## config.mk

```make
export PLATFORM = sky130hd
export DESIGN_NAME = simd_result_collector
export DESIGN_NICKNAME = d
export VERILOG_FILES = /design/src/rtl/simd_result_collector.sv
export SDC_FILE = /design/constraint.sdc
export NUM_CORES = 2
export LEC_CHECK = 0
export BUFFER_PORTS_ARGS = -buffer_cell sky130_fd_sc_hd__buf_2
export CAP_MARGIN = 20
export CORE_UTILIZATION = 45
export DETAILED_ROUTE_END_ITERATION = 6
export PLACE_DENSITY = 0.72
export SYNTH_ARGS = -nofsm -noshare
export SYNTH_HDL_FRONTEND = slang
export SYNTH_SLANG_ARGS = --single-unit
```

## constraint.sdc

```tcl
create_clock -name clk -period 82.4 [get_ports clk]
set_input_delay 4.12 -clock clk [delete_from_list [all_inputs] [get_ports clk]]
set_output_delay 4.12 -clock clk [all_outputs]
set_load 0.1 [all_outputs]
```

## src/rtl/simd_result_collector.sv

```systemverilog
// simd_result_collector
//   Collects SIMD lane result vectors into a small FIFO and streams each
//   entry to memory as two 128-bit beats: the primary word, then the extra word.
//
// Ports
//   clk, reset              : clock, synchronous active-high reset
//   start, data_size        : job start (honoured only in IDLE) and job length in vectors
//   in_valid                : lane outputs carry a result vector this cycle
//   out_procc0..3           : primary lane results (lane 0 lands in bits [31:0])
//   out_extra_procc0..3     : extra lane results, packed the same way
//   mem_valid / mem_ready   : beat handshake
//   mem_data, mem_sel       : beat payload; sel 0 = primary, 1 = extra
//   mem_addr                : beat address, +1 per transferred beat
//   busy, done, overflow    : job status; done is a one-cycle pulse, overflow is sticky
module simd_result_collector #(
    parameter int unsigned FIFO_DEPTH = 8,
    parameter int unsigned ADDR_W     = 7
) (
    input  logic              clk,
    input  logic              reset,
    input  logic              start,
    input  logic [5:0]        data_size,
    input  logic              in_valid,
    input  logic [31:0]       out_procc0,
    input  logic [31:0]       out_procc1,
    input  logic [31:0]       out_procc2,
    input  logic [31:0]       out_procc3,
    input  logic [31:0]       out_extra_procc0,
    input  logic [31:0]       out_extra_procc1,
    input  logic [31:0]       out_extra_procc2,
    input  logic [31:0]       out_extra_procc3,
    output logic              mem_valid,
    input  logic              mem_ready,
    output logic [127:0]      mem_data,
    output logic              mem_sel,
    output logic [ADDR_W-1:0] mem_addr,
    output logic              busy,
    output logic              done,
    output logic              overflow
);

    localparam int unsigned PtrW = (FIFO_DEPTH > 1) ? $clog2(FIFO_DEPTH) : 1;

    typedef enum logic [1:0] {StIdle, StCollect, StDrain, StDone} state_e;

    state_e              state_q;
    logic [5:0]          expected_q;
    logic [5:0]          seen_q;
    logic                overflow_q;
    logic                done_q;

    // Each entry holds {extra word, primary word}.
    logic [255:0]        fifo_q [FIFO_DEPTH];
    logic [PtrW-1:0]     wr_ptr_q;
    logic [PtrW-1:0]     rd_ptr_q;
    logic [PtrW:0]       count_q;
    logic                phase_q;   // 0: primary beat pending, 1: extra beat pending
    logic [ADDR_W-1:0]   addr_q;

    logic                fifo_empty;
    logic                fifo_full;
    logic                xfer;
    logic                pop;
    logic                accept_in;
    logic                push;
    logic                last_in;
    logic [255:0]        head;

    assign fifo_empty = (count_q == '0);
    assign fifo_full  = (count_q == (PtrW + 1)'(FIFO_DEPTH));
    assign xfer       = !fifo_empty && mem_ready;
    assign pop        = xfer && phase_q;
    assign accept_in  = (state_q == StCollect) && in_valid;
    // A full FIFO still takes the vector when its head leaves in the same cycle.
    assign push       = accept_in && (!fifo_full || pop);
    assign last_in    = (({1'b0, seen_q} + 7'd1) == {1'b0, expected_q});
    assign head       = fifo_q[rd_ptr_q];

    // Control FSM with registered status.
    always_ff @(posedge clk) begin
        if (reset) begin
            state_q    <= StIdle;
            expected_q <= '0;
            seen_q     <= '0;
            overflow_q <= 1'b0;
            done_q     <= 1'b0;
        end else begin
            done_q <= (state_q == StDone);
            unique case (state_q)
                StIdle: begin
                    if (start) begin
                        expected_q <= data_size;
                        seen_q     <= '0;
                        overflow_q <= 1'b0;
                        state_q    <= (data_size == '0) ? StDone : StCollect;
                    end
                end
                StCollect: begin
                    if (in_valid) begin
                        seen_q <= seen_q + 6'd1;
                        if (!push) begin
                            overflow_q <= 1'b1;
                        end
                        if (last_in) begin
                            state_q <= StDrain;
                        end
                    end
                end
                StDrain: begin
                    if (fifo_empty) begin
                        state_q <= StDone;
                    end
                end
                StDone: begin
                    state_q <= StIdle;
                end
                default: state_q <= StIdle;
            endcase
        end
    end

    // FIFO storage needs no reset; validity is tracked by count_q.
    always_ff @(posedge clk) begin
        if (push) begin
            fifo_q[wr_ptr_q] <= {out_extra_procc3, out_extra_procc2,
                                 out_extra_procc1, out_extra_procc0,
                                 out_procc3, out_procc2, out_procc1, out_procc0};
        end
    end

    always_ff @(posedge clk) begin
        if (reset) begin
            wr_ptr_q <= '0;
            rd_ptr_q <= '0;
            count_q  <= '0;
            phase_q  <= 1'b0;
            addr_q   <= '0;
        end else begin
            if (push) begin
                wr_ptr_q <= wr_ptr_q + 1'b1;
            end
            if (pop) begin
                rd_ptr_q <= rd_ptr_q + 1'b1;
            end
            unique case ({push, pop})
                2'b10:   count_q <= count_q + 1'b1;
                2'b01:   count_q <= count_q - 1'b1;
                default: count_q <= count_q;
            endcase
            if (xfer) begin
                phase_q <= ~phase_q;
            end
            // The FIFO is always empty in IDLE, so a start never races a beat.
            if ((state_q == StIdle) && start) begin
                addr_q <= '0;
            end else if (xfer) begin
                addr_q <= addr_q + 1'b1;
            end
        end
    end

    assign mem_valid = !fifo_empty;
    assign mem_data  = fifo_empty ? '0 : (phase_q ? head[255:128] : head[127:0]);
    assign mem_sel   = phase_q;
    assign mem_addr  = addr_q;
    assign busy      = (state_q == StCollect) || (state_q == StDrain);
    assign done      = done_q;
    assign overflow  = overflow_q;

endmodule

```

* Word level (Yosys, flattened, before mapping)
Memory sizes are Yosys's and may differ from the RTL's. A register that Yosys moved wholly into a read port is not among the register bits. Cells that the tools add are included.
Cells by class: add/subtract/negate cells 7, equal/unequal tests 12, muxes and demuxes 20, bitwise gates (word level) 1, reductions and logical operators 19
Operator list (number):
- $mux W128 | 2
- $mux W6 | 2
- $pmux W6 S2 | 1
- $mux W2 | 5
- $ne A2 B2 Y1 const B | 5
- $pmux W2 S4 | 1
- $pmux W4 S2 | 1
- $reduce_and A4 Y1 | 2
- $add A6 B1 Y7 const B | 1
- $add A7 B1 Y7 const B | 1
- $eq A7 B6 Y1 | 1
- $add A3 B1 Y3 const B | 2
- $add A6 B1 Y6 const B | 1
- $eq A2 B2 Y1 const B | 3
- $logic_not A6 Y1 | 1
- $mux W3 | 2
- $logic_and A1 B1 Y1 | 5
- $mux W1 | 5
- $add A4 B1 Y4 const B | 1
- $eq A2 B1 Y1 const B | 2
- $eq A4 B4 Y1 const B | 1
- $logic_not A4 Y1 | 1
- $reduce_bool A2 Y1 | 2
- $sub A4 B1 Y4 const B | 1
- 8 further kinds | 10
Word-level totals: register bits 34, bits in writable memories 2048, input port bits 267, output and inout bits 140, memories 1
Memories:
- fifo_q | words 8, bits a word 256, read ports 1, clocked after memory_dff 1, wr ports 1, line 53 | logic [255:0] fifo_q [FIFO_DEPTH];

* Depth between registers and ports, before layout
depth after elaboration 9, depth in mapped cells 13

* Worst setup path before layout
OpenSTA, ideal clock, no wires.
path kind in2reg, from input port in_valid, to memory fifo_q[1][0], enable pin, data arrival time 30666 ps, required time 80811 ps, slack 50145 ps, stages on the path 4, path buffers 1, cell sequence and2_1 > clkbuf_1 > nand2_1 > nor4b_1
On the way: cells in the longest elaborated chain, start to end 4
RTL lines:
- start, declared | line 23 | input logic in_valid,
- $logic_and A1 B1 Y1 | line 73 | assign accept_in = (state_q == StCollect) && in_valid;
- $logic_and A1 B1 Y1 | line 75 | assign push = accept_in && (!fifo_full || pop);
- $mux W1 | line 124 | if (push) begin
- $mux W1 (implied by the code) | line 125 | fifo_q[wr_ptr_q] <= {out_extra_procc3, out_extra_procc2,
- end, declared | line 53
Every way passes these cells.

==> impl_metrics.toml <==
[placed_design]
post-dp-hpwl_um = 86800
finalWeightedCongestion = 0.782
portBuffers = 406

[logic_synthesis]
synth_ff_type = "edfxtp_1"
syn_area_per_cell_um2 = 24.8
syn_inst = 3206
synth_top_family_by_area = "multiplexers"
synthXorXnorAreaFrac_pct = 0.221
synth_fa_ha_area_share_pct = 0.199
synth_compound_area_share_pct = 0.339
ys_seq_area_share_pct = 78.4
synth-simple-area-share_pct = 1.63
syn_area_um2 = 79400
synth-seq-cells = 2085
synth-edff-count = 2048
synthMuxAreaShare_pct = 18.2
synth_nets = 3485
synth_cell_types = 42
async_flop_share_pct = 0
yosysWarnings = 0

[power]
vdd_drop_max_mv = 0.0198
swShare_pct = 23.1
pwr-share-clk_pct = 39.9
seqPwrFrac_pct = 51.8
p_leak_nw = 28.2
power.density_nw_per_um2 = 25.7
power_frac_comb_pct = 8.4
power.switching_mw = 0.541
p_total_mw = 2.34
internal-power_mw = 1.80

[critical_path]
critical_path.top_delay_family = "buffers and inverters"
slowest_delay_ns = 0.93
crit_arrival_ns = 5.72
path_buf_inv = 4
worstPathRequired_ns = 78.28
cp_max_fo = 143
startpoint_type = "flop"
slowest_stage = "dfxtp_4"
crit_type = "reg -> out"
crit_chain = "buf_4, buf_12, buf_4, mux4_2, mux4_2, and2_1, buf_2"
cp-end-kind = "output pin"

[min_path]
hp-class = "reg -> reg"

[sta]
period_needed_ns = 9.84
slew_headroom_pct = 20.3
hold_slack_ns = 0.471
final.setup.tns_ns = 0
rsz0062_at_grt = "false"
finalHoldViolCount = 0
slew_violations = 0
clock.fmax_ghz = 0.102
period_share_pct = 11.9
worst_slew_pin_slew_ns = 1.20
fin_skew_ns = 0.0245
finalSetupViolCount = 0

[finish]
drive_gt1_share_pct = 36.7
syn2layout_area_growth_pct = 14.6
layout.nets = 3994
n_fill_cell = 13200
multiInputGateArea_um2 = 16400
regArea_um2 = 62300

[die]
rows = 153
dieArea_um2 = 178000
die_y_um = 422
dieWidth_um = 422
io_pins = 407
core_um2 = 175000
initial_core_util_pct = 45.5

[outcome]
status = "complete, no violations"

[global_route]
grt_max_degree = 144
gr-total-overflow = 0
grt_pass1_vias = 37300
track_usage_pct = 18.5
grt_pass1_wl_um = 245000
antenna_found_initial = 63

[clock_network]
h-tree-depth = 4
clk_latency_ns = 0.82
clock-sinks = 2085
cts_buffers = 203
cts_hold_buf = 0
post_cts_buffers = 0
clockBufferDepth = 3
cts_tree = "built"
cts-resized-gates = 0
clk_pin_slew_ns = 0.06
root_buffer = "clkbuf_16"

[routing]
routed_wl_um = 164000
wl_per_cell_um = 26.3
ant_nets = 0
dr.pass1.iters = 5
detail_route.iter0.violations = 3074
num_vias = 35300
drc = 0
avgViaCountPerCell = 5.67

[run]
drv_cap = 0
## logic make-up after synthesis
kind of cell | Yosys count
flip-flops | 2085
AO/OA/AOI/OAI | 43
adder cells (fa/ha/maj) | 12
AND/OR/NAND/NOR | 230
buffers and inverters | 172
XOR/XNOR | 20
multiplexers | 644
## synth_stat cells, drive strengths merged (2+ instances only)
cell	n	area, µm²
edfxtp	2048	61500
mux4	640	14400
and2	129	807
clkbuf	89	334
buf	75	429
dfxtp	37	741
nor2	29	109
nand2	23	86.3
a21oi	21	105
nand3	18	90.1
ha	11	138
xnor2	11	96.3
xor2	9	78.8
inv	8	30.0
nand2b	6	37.5
nor3	6	30.0
o21ai	6	30.0
nor3b	4	30.0
nor4	4	25.0
a211oi	3	22.5
a21o	3	22.5
mux2i	3	30.0
o211ai	3	22.5
or3	3	18.8
a221oi	2	23.8
and3	2	12.5
nor2b	2	12.5
nor4b	2	17.5
## power by group through the flow
stage          sequential (mW)  combinational [mW]  clock (mW)
2_1_floorplan             1.26               0.135           0
3_3_place_gp              1.23               0.195           0
3_5_place_dp              1.23               0.198           0
4_1_cts                   1.21               0.198       0.951
5_1_grt                   1.21               0.207       0.991
6_report                  1.21               0.195       0.932
## state kept, by name, indices dropped and copies added, names as in the netlist, named ones only
name        flops
expected_q      6
mem_sel         1
rd_ptr_q        3
count_q         4
state_q         2
seen_q          6
wr_ptr_q        3
done            1
mem_addr        7
overflow        1
fifo_q       2048
## layout by cell type (no fill, tap or decap), drive strengths merged, types with 18 or more instances in the layout
master / Yosys / final
edfxtp: 2048 / 2048
mux4: 640 / 640
buf: 75 / 468
clkbuf: 89 / 242
and2: 129 / 129
clkinv: 0 / 86
dfxtp: 37 / 37
nor2: 29 / 29
diode: 0 / 27
bufinv: 0 / 26
nand2: 23 / 23
a21oi: 21 / 21
nand3: 18 / 18
inv: 8 / 18
## final timing paths
kind | to | cells past startpoint | start | slack [ns]
worst min-delay path | expected_q[1]$_SDFFE_PP0P_ | 2 | expected_q[1]$_SDFFE_PP0P_ | 0.47
worst max-delay path | mem_data[63] | 7 | flop | 72.56
worst min register to register | expected_q[1]$_SDFFE_PP0P_ | 2 | expected_q[1]$_SDFFE_PP0P_ | 0.47
worst max register to register | fifo_q[3][223]$_DFFE_PP_ | 8 | mem_sel$_SDFFE_PP0N_ | 76.59
## layout make-up
class / instances / share of cell area, %
Sequential cell: 2085 / 68.4
Multi-Input combinational cell: 949 / 18.0
Clock buffer: 242 / 5.79
Tap cell: 2325 / 3.20
Timing Repair Buffer: 468 / 2.86
Clock inverter: 129 / 1.57
Antenna cell: 27 / 0.0743
Inverter: 8 / 0.0385
## through the flow
| stage | instances | utilization (%) | setup slack [ns] | instance area [µm²] |
|---|---|---|---|---|
| global route | 6226 | 52.1 | 72.02 | 90900 |
| CTS | 6206 | 52.1 | 72.25 | 90900 |
| finish | 6233 | 52.1 | 72.56 | 91000 |
| global placement | 5835 | 48.2 | 73.22 | 84200 |
| detailed placement | 5835 | 48.2 | 73.21 | 84200 |
| floorplan | 3206 | - | 50.15 | 79400 |
## worst register-to-register path, delay by kind of cell, from the launching register on
family / cells / cell delay (ns)
buffers and inverters: 4 / 2.92
DFF: 1 / 0.90
and+or+nand+nor: 4 / 1.58
## per-layer routing
metal	GRT usage, %	share of wire (%)	up-vias
li1	-	-	14900
met1	23.7	40	19100
met2	31.7	52	1045
met3	3.68	5.4	290
met4	6.36	2.7	26
met5	0	0.095	-
Note: power is estimated with default switching activity, not from simulation.
